==> src/rtl/riscv_pkg.sv <==
// riscv_pkg: RV32I opcode constants, immediate-format encodings and the decoded bundle type.
// The bundle carries an illegal flag only when ILLEGAL_DETECT_EN is defined.
package riscv_pkg;
    localparam logic [6:0] OPC_LUI      = 7'b0110111;
    localparam logic [6:0] OPC_AUIPC    = 7'b0010111;
    localparam logic [6:0] OPC_JAL      = 7'b1101111;
    localparam logic [6:0] OPC_JALR     = 7'b1100111;
    localparam logic [6:0] OPC_BRANCH   = 7'b1100011;
    localparam logic [6:0] OPC_LOAD     = 7'b0000011;
    localparam logic [6:0] OPC_STORE    = 7'b0100011;
    localparam logic [6:0] OPC_OP_IMM   = 7'b0010011;
    localparam logic [6:0] OPC_OP       = 7'b0110011;
    localparam logic [6:0] OPC_SYSTEM   = 7'b1110011;
    localparam logic [6:0] OPC_MISC_MEM = 7'b0001111;

    typedef enum logic [2:0] {IMM_R, IMM_I, IMM_S, IMM_B, IMM_U, IMM_J} imm_type_e;

    typedef struct packed {
        logic [6:0] opcode;
        logic [4:0] rd;
        logic [2:0] funct3;
        logic [4:0] rs1;
        logic [4:0] rs2;
        logic [6:0] funct7;
        imm_type_e  imm_type;
        logic       wb_en;
`ifdef ILLEGAL_DETECT_EN
        logic       illegal;
`endif
    } dec_t;

    function automatic logic is_rv32i(input logic [6:0] opc);
        return opc inside {OPC_LUI, OPC_AUIPC, OPC_JAL, OPC_JALR, OPC_BRANCH, OPC_LOAD,
                           OPC_STORE, OPC_OP_IMM, OPC_OP, OPC_SYSTEM, OPC_MISC_MEM};
    endfunction
endpackage

==> src/rtl/decode_stage_if.sv <==
// decode_stage_if: fetch-side and execute-side handshake plus the decoded bundle.
// The illegal signal exists only when ILLEGAL_DETECT_EN is defined.
interface decode_stage_if #(parameter int XLEN = 32);
    import riscv_pkg::*;
    logic            in_valid;
    logic            in_ready;
    logic [31:0]     instr;
    logic            out_valid;
    logic            out_ready;
    logic [6:0]      opcode;
    logic [4:0]      rd;
    logic [2:0]      funct3;
    logic [4:0]      rs1;
    logic [4:0]      rs2;
    logic [6:0]      funct7;
    logic [XLEN-1:0] imm;
    imm_type_e       imm_type;
    logic            wb_en;
`ifdef ILLEGAL_DETECT_EN
    logic            illegal;
    modport master (output in_valid, instr, out_ready,
                    input in_ready, out_valid, opcode, rd, funct3, rs1, rs2, funct7, imm, imm_type, wb_en, illegal);
    modport slave (input in_valid, instr, out_ready,
                   output in_ready, out_valid, opcode, rd, funct3, rs1, rs2, funct7, imm, imm_type, wb_en, illegal);
`else
    modport master (output in_valid, instr, out_ready,
                    input in_ready, out_valid, opcode, rd, funct3, rs1, rs2, funct7, imm, imm_type, wb_en);
    modport slave (input in_valid, instr, out_ready,
                   output in_ready, out_valid, opcode, rd, funct3, rs1, rs2, funct7, imm, imm_type, wb_en);
`endif
endinterface

==> src/rtl/imm_gen.sv <==
// imm_gen: classifies the instruction format and builds its immediate, sign-extended to XLEN.
module imm_gen import riscv_pkg::*; #(
    parameter int XLEN = 32
) (
    input  logic [31:0]     instr,
    output logic [XLEN-1:0] imm,
    output imm_type_e       imm_type
);
    logic [6:0]  opc;
    logic [31:0] i32;

    always_comb begin
        opc = instr[6:0];
        imm_type = (opc == OPC_LUI || opc == OPC_AUIPC) ? IMM_U :
                   opc == OPC_JAL    ? IMM_J :
                   opc == OPC_BRANCH ? IMM_B :
                   opc == OPC_STORE  ? IMM_S :
                   (opc inside {OPC_JALR, OPC_LOAD, OPC_OP_IMM, OPC_SYSTEM, OPC_MISC_MEM}) ? IMM_I : IMM_R;
        case (imm_type)
            IMM_I:   i32 = {{20{instr[31]}}, instr[31:20]};
            IMM_S:   i32 = {{20{instr[31]}}, instr[31:25], instr[11:7]};
            IMM_B:   i32 = {{19{instr[31]}}, instr[31], instr[7], instr[30:25], instr[11:8], 1'b0};
            IMM_U:   i32 = {instr[31:12], 12'b0};
            IMM_J:   i32 = {{11{instr[31]}}, instr[31], instr[19:12], instr[20], instr[30:21], 1'b0};
            default: i32 = '0;
        endcase
        imm = XLEN'($signed(i32));
    end
endmodule

==> src/rtl/decode_stage.sv <==
// decode_stage: registered RV32I decode stage with a SKID_DEPTH-entry output buffer and flush.
// Define ILLEGAL_DETECT_EN to flag illegal encodings and suppress their write-back.
module decode_stage import riscv_pkg::*; #(
    parameter int XLEN       = 32,
    parameter int SKID_DEPTH = 2
) (
    input logic           clk,
    input logic           rst,
    input logic           flush,
    decode_stage_if.slave dif
);
    localparam int CW = $clog2(SKID_DEPTH + 1);

    dec_t            ent_q [SKID_DEPTH];
    logic [XLEN-1:0] imm_q [SKID_DEPTH];
    logic [CW-1:0]   count, count_n, wr_idx;
    logic            acc, ret, wb;
    dec_t            dec;
    logic [XLEN-1:0] imm;
    imm_type_e       imm_type;

    imm_gen #(.XLEN(XLEN)) u_imm_gen (.instr(dif.instr), .imm(imm), .imm_type(imm_type));

    always_comb begin
        dec.opcode   = dif.instr[6:0];
        dec.rd       = dif.instr[11:7];
        dec.funct3   = dif.instr[14:12];
        dec.rs1      = dif.instr[19:15];
        dec.rs2      = dif.instr[24:20];
        dec.funct7   = dif.instr[31:25];
        dec.imm_type = imm_type;
        wb = (dec.opcode inside {OPC_OP, OPC_OP_IMM, OPC_LOAD, OPC_LUI, OPC_AUIPC, OPC_JAL, OPC_JALR}) && dec.rd != 5'd0;
`ifdef ILLEGAL_DETECT_EN
        dec.illegal = !is_rv32i(dec.opcode) || dif.instr[1:0] != 2'b11 ||
                      (dec.opcode == OPC_OP && !(dec.funct7 == 7'h00 || dec.funct7 == 7'h20)) ||
                      (dec.opcode == OPC_OP_IMM && (dec.funct3 == 3'd1 ? dec.funct7 != 7'h00 :
                                                    dec.funct3 == 3'd5 ? !(dec.funct7 == 7'h00 || dec.funct7 == 7'h20) : 1'b0));
        dec.wb_en = wb && !dec.illegal;
`else
        dec.wb_en = wb;
`endif
    end

    // Head of the buffer is always entry 0; a retire shifts the rest down.
    always_comb begin
        acc     = dif.in_valid && dif.in_ready && !flush;
        ret     = dif.out_valid && dif.out_ready;
        wr_idx  = count - CW'(ret);
        count_n = flush ? '0 : count + CW'(acc) - CW'(ret);
    end

    always_ff @(posedge clk or posedge rst) begin
        if (rst) begin
            count        <= '0;
            dif.in_ready <= 1'b1;
            for (int i = 0; i < SKID_DEPTH; i++) begin
                ent_q[i] <= '0;
                imm_q[i] <= '0;
            end
        end else begin
            count        <= count_n;
            dif.in_ready <= count_n < CW'(SKID_DEPTH);
            if (!flush) begin
                for (int i = 0; i < SKID_DEPTH - 1; i++)
                    if (ret) begin
                        ent_q[i] <= ent_q[i+1];
                        imm_q[i] <= imm_q[i+1];
                    end
                for (int i = 0; i < SKID_DEPTH; i++)
                    if (acc && wr_idx == CW'(i)) begin
                        ent_q[i] <= dec;
                        imm_q[i] <= imm;
                    end
            end
        end
    end

    assign dif.out_valid = count != '0;
    assign dif.opcode    = ent_q[0].opcode;
    assign dif.rd        = ent_q[0].rd;
    assign dif.funct3    = ent_q[0].funct3;
    assign dif.rs1       = ent_q[0].rs1;
    assign dif.rs2       = ent_q[0].rs2;
    assign dif.funct7    = ent_q[0].funct7;
    assign dif.imm       = imm_q[0];
    assign dif.imm_type  = ent_q[0].imm_type;
    assign dif.wb_en     = ent_q[0].wb_en;
`ifdef ILLEGAL_DETECT_EN
    assign dif.illegal   = ent_q[0].illegal;
`endif
endmodule
==> src/flat_wrapper.sv <==
// flat-port wrapper written by rule: the top's interface ports become plain ports
module decode_stage_flat import riscv_pkg::*;
#(
    parameter int XLEN       = 32,
    parameter int SKID_DEPTH = 2
)
  (clk, rst, flush, dif_in_valid, dif_instr, dif_out_ready, dif_in_ready, dif_out_valid, dif_opcode, dif_rd, dif_funct3, dif_rs1, dif_rs2, dif_funct7, dif_imm, dif_imm_type, dif_wb_en);
  decode_stage_if #(.XLEN(XLEN)) dif_i ();
  input logic clk;
  input logic rst;
  input logic flush;
  input wire logic [$bits(dif_i.in_valid)-1:0] dif_in_valid;
  input wire logic [$bits(dif_i.instr)-1:0] dif_instr;
  input wire logic [$bits(dif_i.out_ready)-1:0] dif_out_ready;
  output wire logic [$bits(dif_i.in_ready)-1:0] dif_in_ready;
  output wire logic [$bits(dif_i.out_valid)-1:0] dif_out_valid;
  output wire logic [$bits(dif_i.opcode)-1:0] dif_opcode;
  output wire logic [$bits(dif_i.rd)-1:0] dif_rd;
  output wire logic [$bits(dif_i.funct3)-1:0] dif_funct3;
  output wire logic [$bits(dif_i.rs1)-1:0] dif_rs1;
  output wire logic [$bits(dif_i.rs2)-1:0] dif_rs2;
  output wire logic [$bits(dif_i.funct7)-1:0] dif_funct7;
  output wire logic [$bits(dif_i.imm)-1:0] dif_imm;
  output wire logic [$bits(dif_i.imm_type)-1:0] dif_imm_type;
  output wire logic [$bits(dif_i.wb_en)-1:0] dif_wb_en;
  assign dif_i.in_valid = dif_in_valid;
  assign dif_i.instr = dif_instr;
  assign dif_i.out_ready = dif_out_ready;
  assign dif_in_ready = dif_i.in_ready;
  assign dif_out_valid = dif_i.out_valid;
  assign dif_opcode = dif_i.opcode;
  assign dif_rd = dif_i.rd;
  assign dif_funct3 = dif_i.funct3;
  assign dif_rs1 = dif_i.rs1;
  assign dif_rs2 = dif_i.rs2;
  assign dif_funct7 = dif_i.funct7;
  assign dif_imm = dif_i.imm;
  assign dif_imm_type = dif_i.imm_type;
  assign dif_wb_en = dif_i.wb_en;
  decode_stage #(.XLEN(XLEN), .SKID_DEPTH(SKID_DEPTH)) u_core (.clk(clk), .rst(rst), .flush(flush), .dif(dif_i));
endmodule
==> config.mk <==
export PLATFORM = sky130hd
export DESIGN_NAME = decode_stage_flat
export DESIGN_NICKNAME = d
export VERILOG_FILES = /design/src/rtl/riscv_pkg.sv /design/src/rtl/decode_stage_if.sv /design/src/rtl/imm_gen.sv /design/src/rtl/decode_stage.sv /design/src/flat_wrapper.sv
export SDC_FILE = /design/constraint.sdc
export NUM_CORES = 1
export LEC_CHECK = 0
export CAP_MARGIN = 20
export CORE_MARGIN = 2
export CORE_UTILIZATION = 53
export DETAILED_ROUTE_END_ITERATION = 8
export PLACE_DENSITY = 0.82
export SYNTH_ARGS = -nofsm -noshare
export SYNTH_HDL_FRONTEND = slang
export SYNTH_HIERARCHICAL = 1
export SYNTH_SLANG_ARGS = --single-unit
export TNS_END_PERCENT = 5
==> constraint.sdc <==
create_clock -name clk -period 6.61 [get_ports clk]
set_input_delay 1.983 -clock clk [delete_from_list [all_inputs] [get_ports clk]]
set_output_delay 1.983 -clock clk [all_outputs]
set_load 0.005 [all_outputs]
==> key figures <==
Detailed routing
  – Max Used Layer: met4
  – Met3 Wirelength: 792 um
  – Metal-1 WL: about 6300 um
  – Vias: around 4600
  – DR DRC count: 0
  – Initial DRC Count: ~310
  – DRT Pass-1 Iters: 5
  – DR WL met2: between 7000 and 8000 um
  – Total routed wirelength: 14700 um
  – DR WL/cell: ~18 um
  – Routed vias/inst: ~5.5
  – Final ANT Viol Nets: 0

Worst setup path
  – Worst Setup End Kind: flop
  – Reg2reg path depth: 4
  – Slowest stage delay, CP: between 0.8 and 0.9 ns
  – Startpoint types: input pin
  – CP max-delay cell: a31oi_1
  – Req. time, crit path: between 6 and 7 ns
  – Worst Path Arrival: roughly 4.6 ns
  – CP Class: in -> reg
  – CP Max Fanout: 15
  – Worst path cell trace: clkdlybuf4s50_1 -> or4_4 -> a31oi_1 -> a31o_2 -> mux2i_1 -> a21oi_1
  – Start of the worst register-to-register path: u_core/count[1]
  – Worst R2R End: u_core/ent_q[16]
  – Worst reg-to-reg setup slack: approximately 4.2 ns

Floorplan
  – Die X: about 120 um
  – Core area: between 10000 and 15000 um2
  – I/O pin total: 107
  – Row Count: 42
  – Die footprint: around 14000 um2
  – Die height: approximately 120 um
  – Starting density of the core: 0.536

STA
  – RSZ-0062 raised after global routing: no
  – Part of the cycle the worst path needs: 0.652
  – Fin. max-slew vios: 0
  – Number of failing hold endpoints at the final stage: 0
  – Setup clock skew after layout: 0.00689 ns
  – Total Negative Setup Slacks: 0 ns
  – Rel. slew slack: 0.267
  – Minimum clock period: between 4 and 5 ns
  – Worst-Margin Slew: around 1.1 ns
  – Setup violators final: 0
  – Fmax: between 200 and 250 MHz

Run status
  – Status: finished clean

Power
  – Clock Power Share: 0.245
  – Sequential power share: 0.398
  – Switch Pwr: 1.07 mW
  – Int Power: 2.48 mW
  – P_leak: approximately 3.6 nW
  – Cell Pwr Density: 434 nW/um2
  – VDD IR max: ~0.00040 V
  – Comb power frac: 0.356
  – Switch share: 0.301

Clock network
  – # clock sinks: around 140
  – CTS tree: done
  – Worst skew pair latency: about 0.40 ns
  – CTS Buf Count: 17
  – Post-CTS sizing: 0
  – Clock slew seen by the registers of the worst setup and hold paths: 0.06 ns
  – CTS Hold Buffers Added: 0
  – Root Buffer: clkbuf_16
  – H-tree depth: 4
  – Post-CTS setup buffer count: 0
  – Max Root-Sink Buffers: 2

Global route
  – Largest net degree at the start of global routing: roughly 140
  – Total grt overflow: 0
  – Initial antenna violation count: 0
  – Gr usage total: 0.215
  – Number of global-route vias before repair: 4590
  – Global-route wire length before repair: 23900 um

Logic synthesis
  – Compound-Gate Fraction of Synth Area: 0.0963
  – Synthesized instance count: 625
  – Syn. warnings: 6
  – Post-synth top flop: dfrtp_1
  – Syn_area_per_cell: 11.2 um2
  – Yosys cell types: 54
  – Multiplexer share of the synthesized area: 0.205
  – Ys async rst share: 1.00
  – Post-synthesis adder-cell area fraction: 0.00357
  – Synth Area in XOR/XNOR: 0.00499
  – Mapped Area: about 7000 um2
  – Simple-Gate Fraction of Synth Area: 0.0847
  – Number of synthesized flops with an enable pin: 0
  – Largest family of logic cells by synthesized area: multiplexers
  – Register area share after synthesis: 0.496
  – Number of register bits inferred by synthesis: approximately 140
  – Syn_nets: between 600 and 700

Worst hold path
  – Worst Hold Class: reg -> reg
  – Worst min-delay path startpoint: u_core/imm_q[9]
  – Hold path cells: 1
  – Min-Delay Endpoint: u_core/imm_q[9]

Job
  – Max_cap viols: 0

Placed design
  – Routability cong.: 0.814
  – Dpl hpwl: 9500 um
  – Port Buffer Count: between 100 and 150
  – Placed cell count: 808

Finish
  – ANT cells: 0
  – P&R area growth vs syn: 16.7%
  – Final cell count without fillers: 840
  – Layout cells sized above 1: 0.155
  – Final #Nets: a little under 700
[layer usage]
metal,global-route usage,vias up
met5,0,-
li1,-,2137
met4,0.0640,0
met1,0.286,2305
met3,0.0546,20
met2,0.348,142
[power by group through the flow]
stage	combinational, mW	clock, mW	sequential, mW
2_1_floorplan	0.981	0	1.35
3_3_place_gp	1.23	0	1.41
3_5_place_dp	1.27	0	1.43
4_1_cts	1.28	0.886	1.42
5_1_grt	1.38	0.928	1.46
6_report	1.27	0.872	1.42
[synth_stat cells, drive strengths merged (2+ instances only)]
cell    count  area [um2]
o21ai       9        45.0
nand3       4        20.0
or2         3        21.3
and3        2        12.5
nor2       72         270
and3b       2        17.5
or4         2        18.8
mux2       67         754
mux2i      68         681
nand3b      3        35.0
nor2b       3        18.8
clkinv      2        12.5
a21oi      70         362
nor3        3        15.0
ha          2        25.0
clkbuf      4        15.0
inv         6        22.5
a21o       18         135
a31oi       3        33.8
dfrtp     138        3450
xnor2       4        35.0
buf        99         719
and2        8        50.1
nand2      15        63.8
[state kept, by name, indices dropped and copies added (netlist names)]
signal and cells:
u_core/dif.rs2 5, u_core/count 2, u_core/dif.funct3 3, u_core/dif.rd 5
u_core/dif.funct7 7, u_core/dif.opcode 7, u_core/ent_q 36, u_core/dif.rs1 5
u_core/dif.wb_en 1, u_core/dif.in_ready 1, u_core/imm_q 32, u_core/dif.imm_type 3
u_core/dif.imm 32
[worst max-delay path: cells and delay by family]
family / cells / cell delay [ns]
muxes: 1 / 0.08
AOI/OAI and AO/OA: 3 / 1.28
and+or+nand+nor: 1 / 0.62
buffers and inverters: 1 / 0.67
[worst max path at each step]
| stage | end | slack, ns | from | cells past startpoint |
|---|---|---|---|---|
| after global routing | u_core/dif.imm[22] | 2.18 | dif_instr[2] | 6 |
| final | u_core/dif.imm[22] | 2.30 | dif_instr[2] | 6 |
| after global placement | u_core/dif.imm[22] | 2.01 | dif_instr[2] | 6 |
| after floorplan | u_core/count[0] | 0.90 | rst | 1 |
| after detailed placement | u_core/dif.imm[22] | 1.94 | dif_instr[2] | 6 |
| after CTS | u_core/dif.imm[22] | 2.38 | dif_instr[2] | 6 |
[final cells by class]
class	count	area, um2
fillers	980	4900
flip-flops and latches	139	3480
multi-input cells	375	2790
repair buffers	110	1120
clock buffers	28	497
well taps	176	220
clock inverters	4	45.0
inverters	8	40.0
[stage by stage]
step	instance area [um2]	hold WS, ns	power, mW	utilization	setup slack, ns
after detailed placement	7640	0.476	2.69	0.584	1.94
final	8190	0.487	3.55	0.626	2.30
after global placement	7640	0.466	2.64	0.584	2.01
after CTS	8190	0.489	3.58	0.626	2.38
after floorplan	7010	0.457	2.33	-	0.904
after global routing	8190	0.504	3.76	0.626	2.18
[logic make-up after synthesis]
logic type,count (synthesis)
flops,139
mux,135
simple gates,123
compound gates,111
buf+inv,111
xor+xnor,4
fa+ha+maj,2
[cell usage in the layout, fill, tap and decap left out, types with 2 or more instances in the layout]
master,n
clkbuf_8,3
clkbuf_1,8
dfrtp_1,138
mux2i_1,68
ha_1,2
mux2_2,59
nand3_1,4
nor2b_1,3
and2_1,8
and3_1,2
buf_4,2
clkbuf_16,17
xnor2_1,4
nand2_1,14
buf_12,2
a21o_1,18
o21ai_0,5
and3b_1,2
o21ai_1,4
clkdlybuf4s50_1,106
a21oi_1,69
inv_1,5
clkinv_2,3
nor2_1,72
a31oi_1,2
nor3_1,2
nand3b_1,2
mux2_1,8
Note: power is estimated with default switching activity, not from simulation.
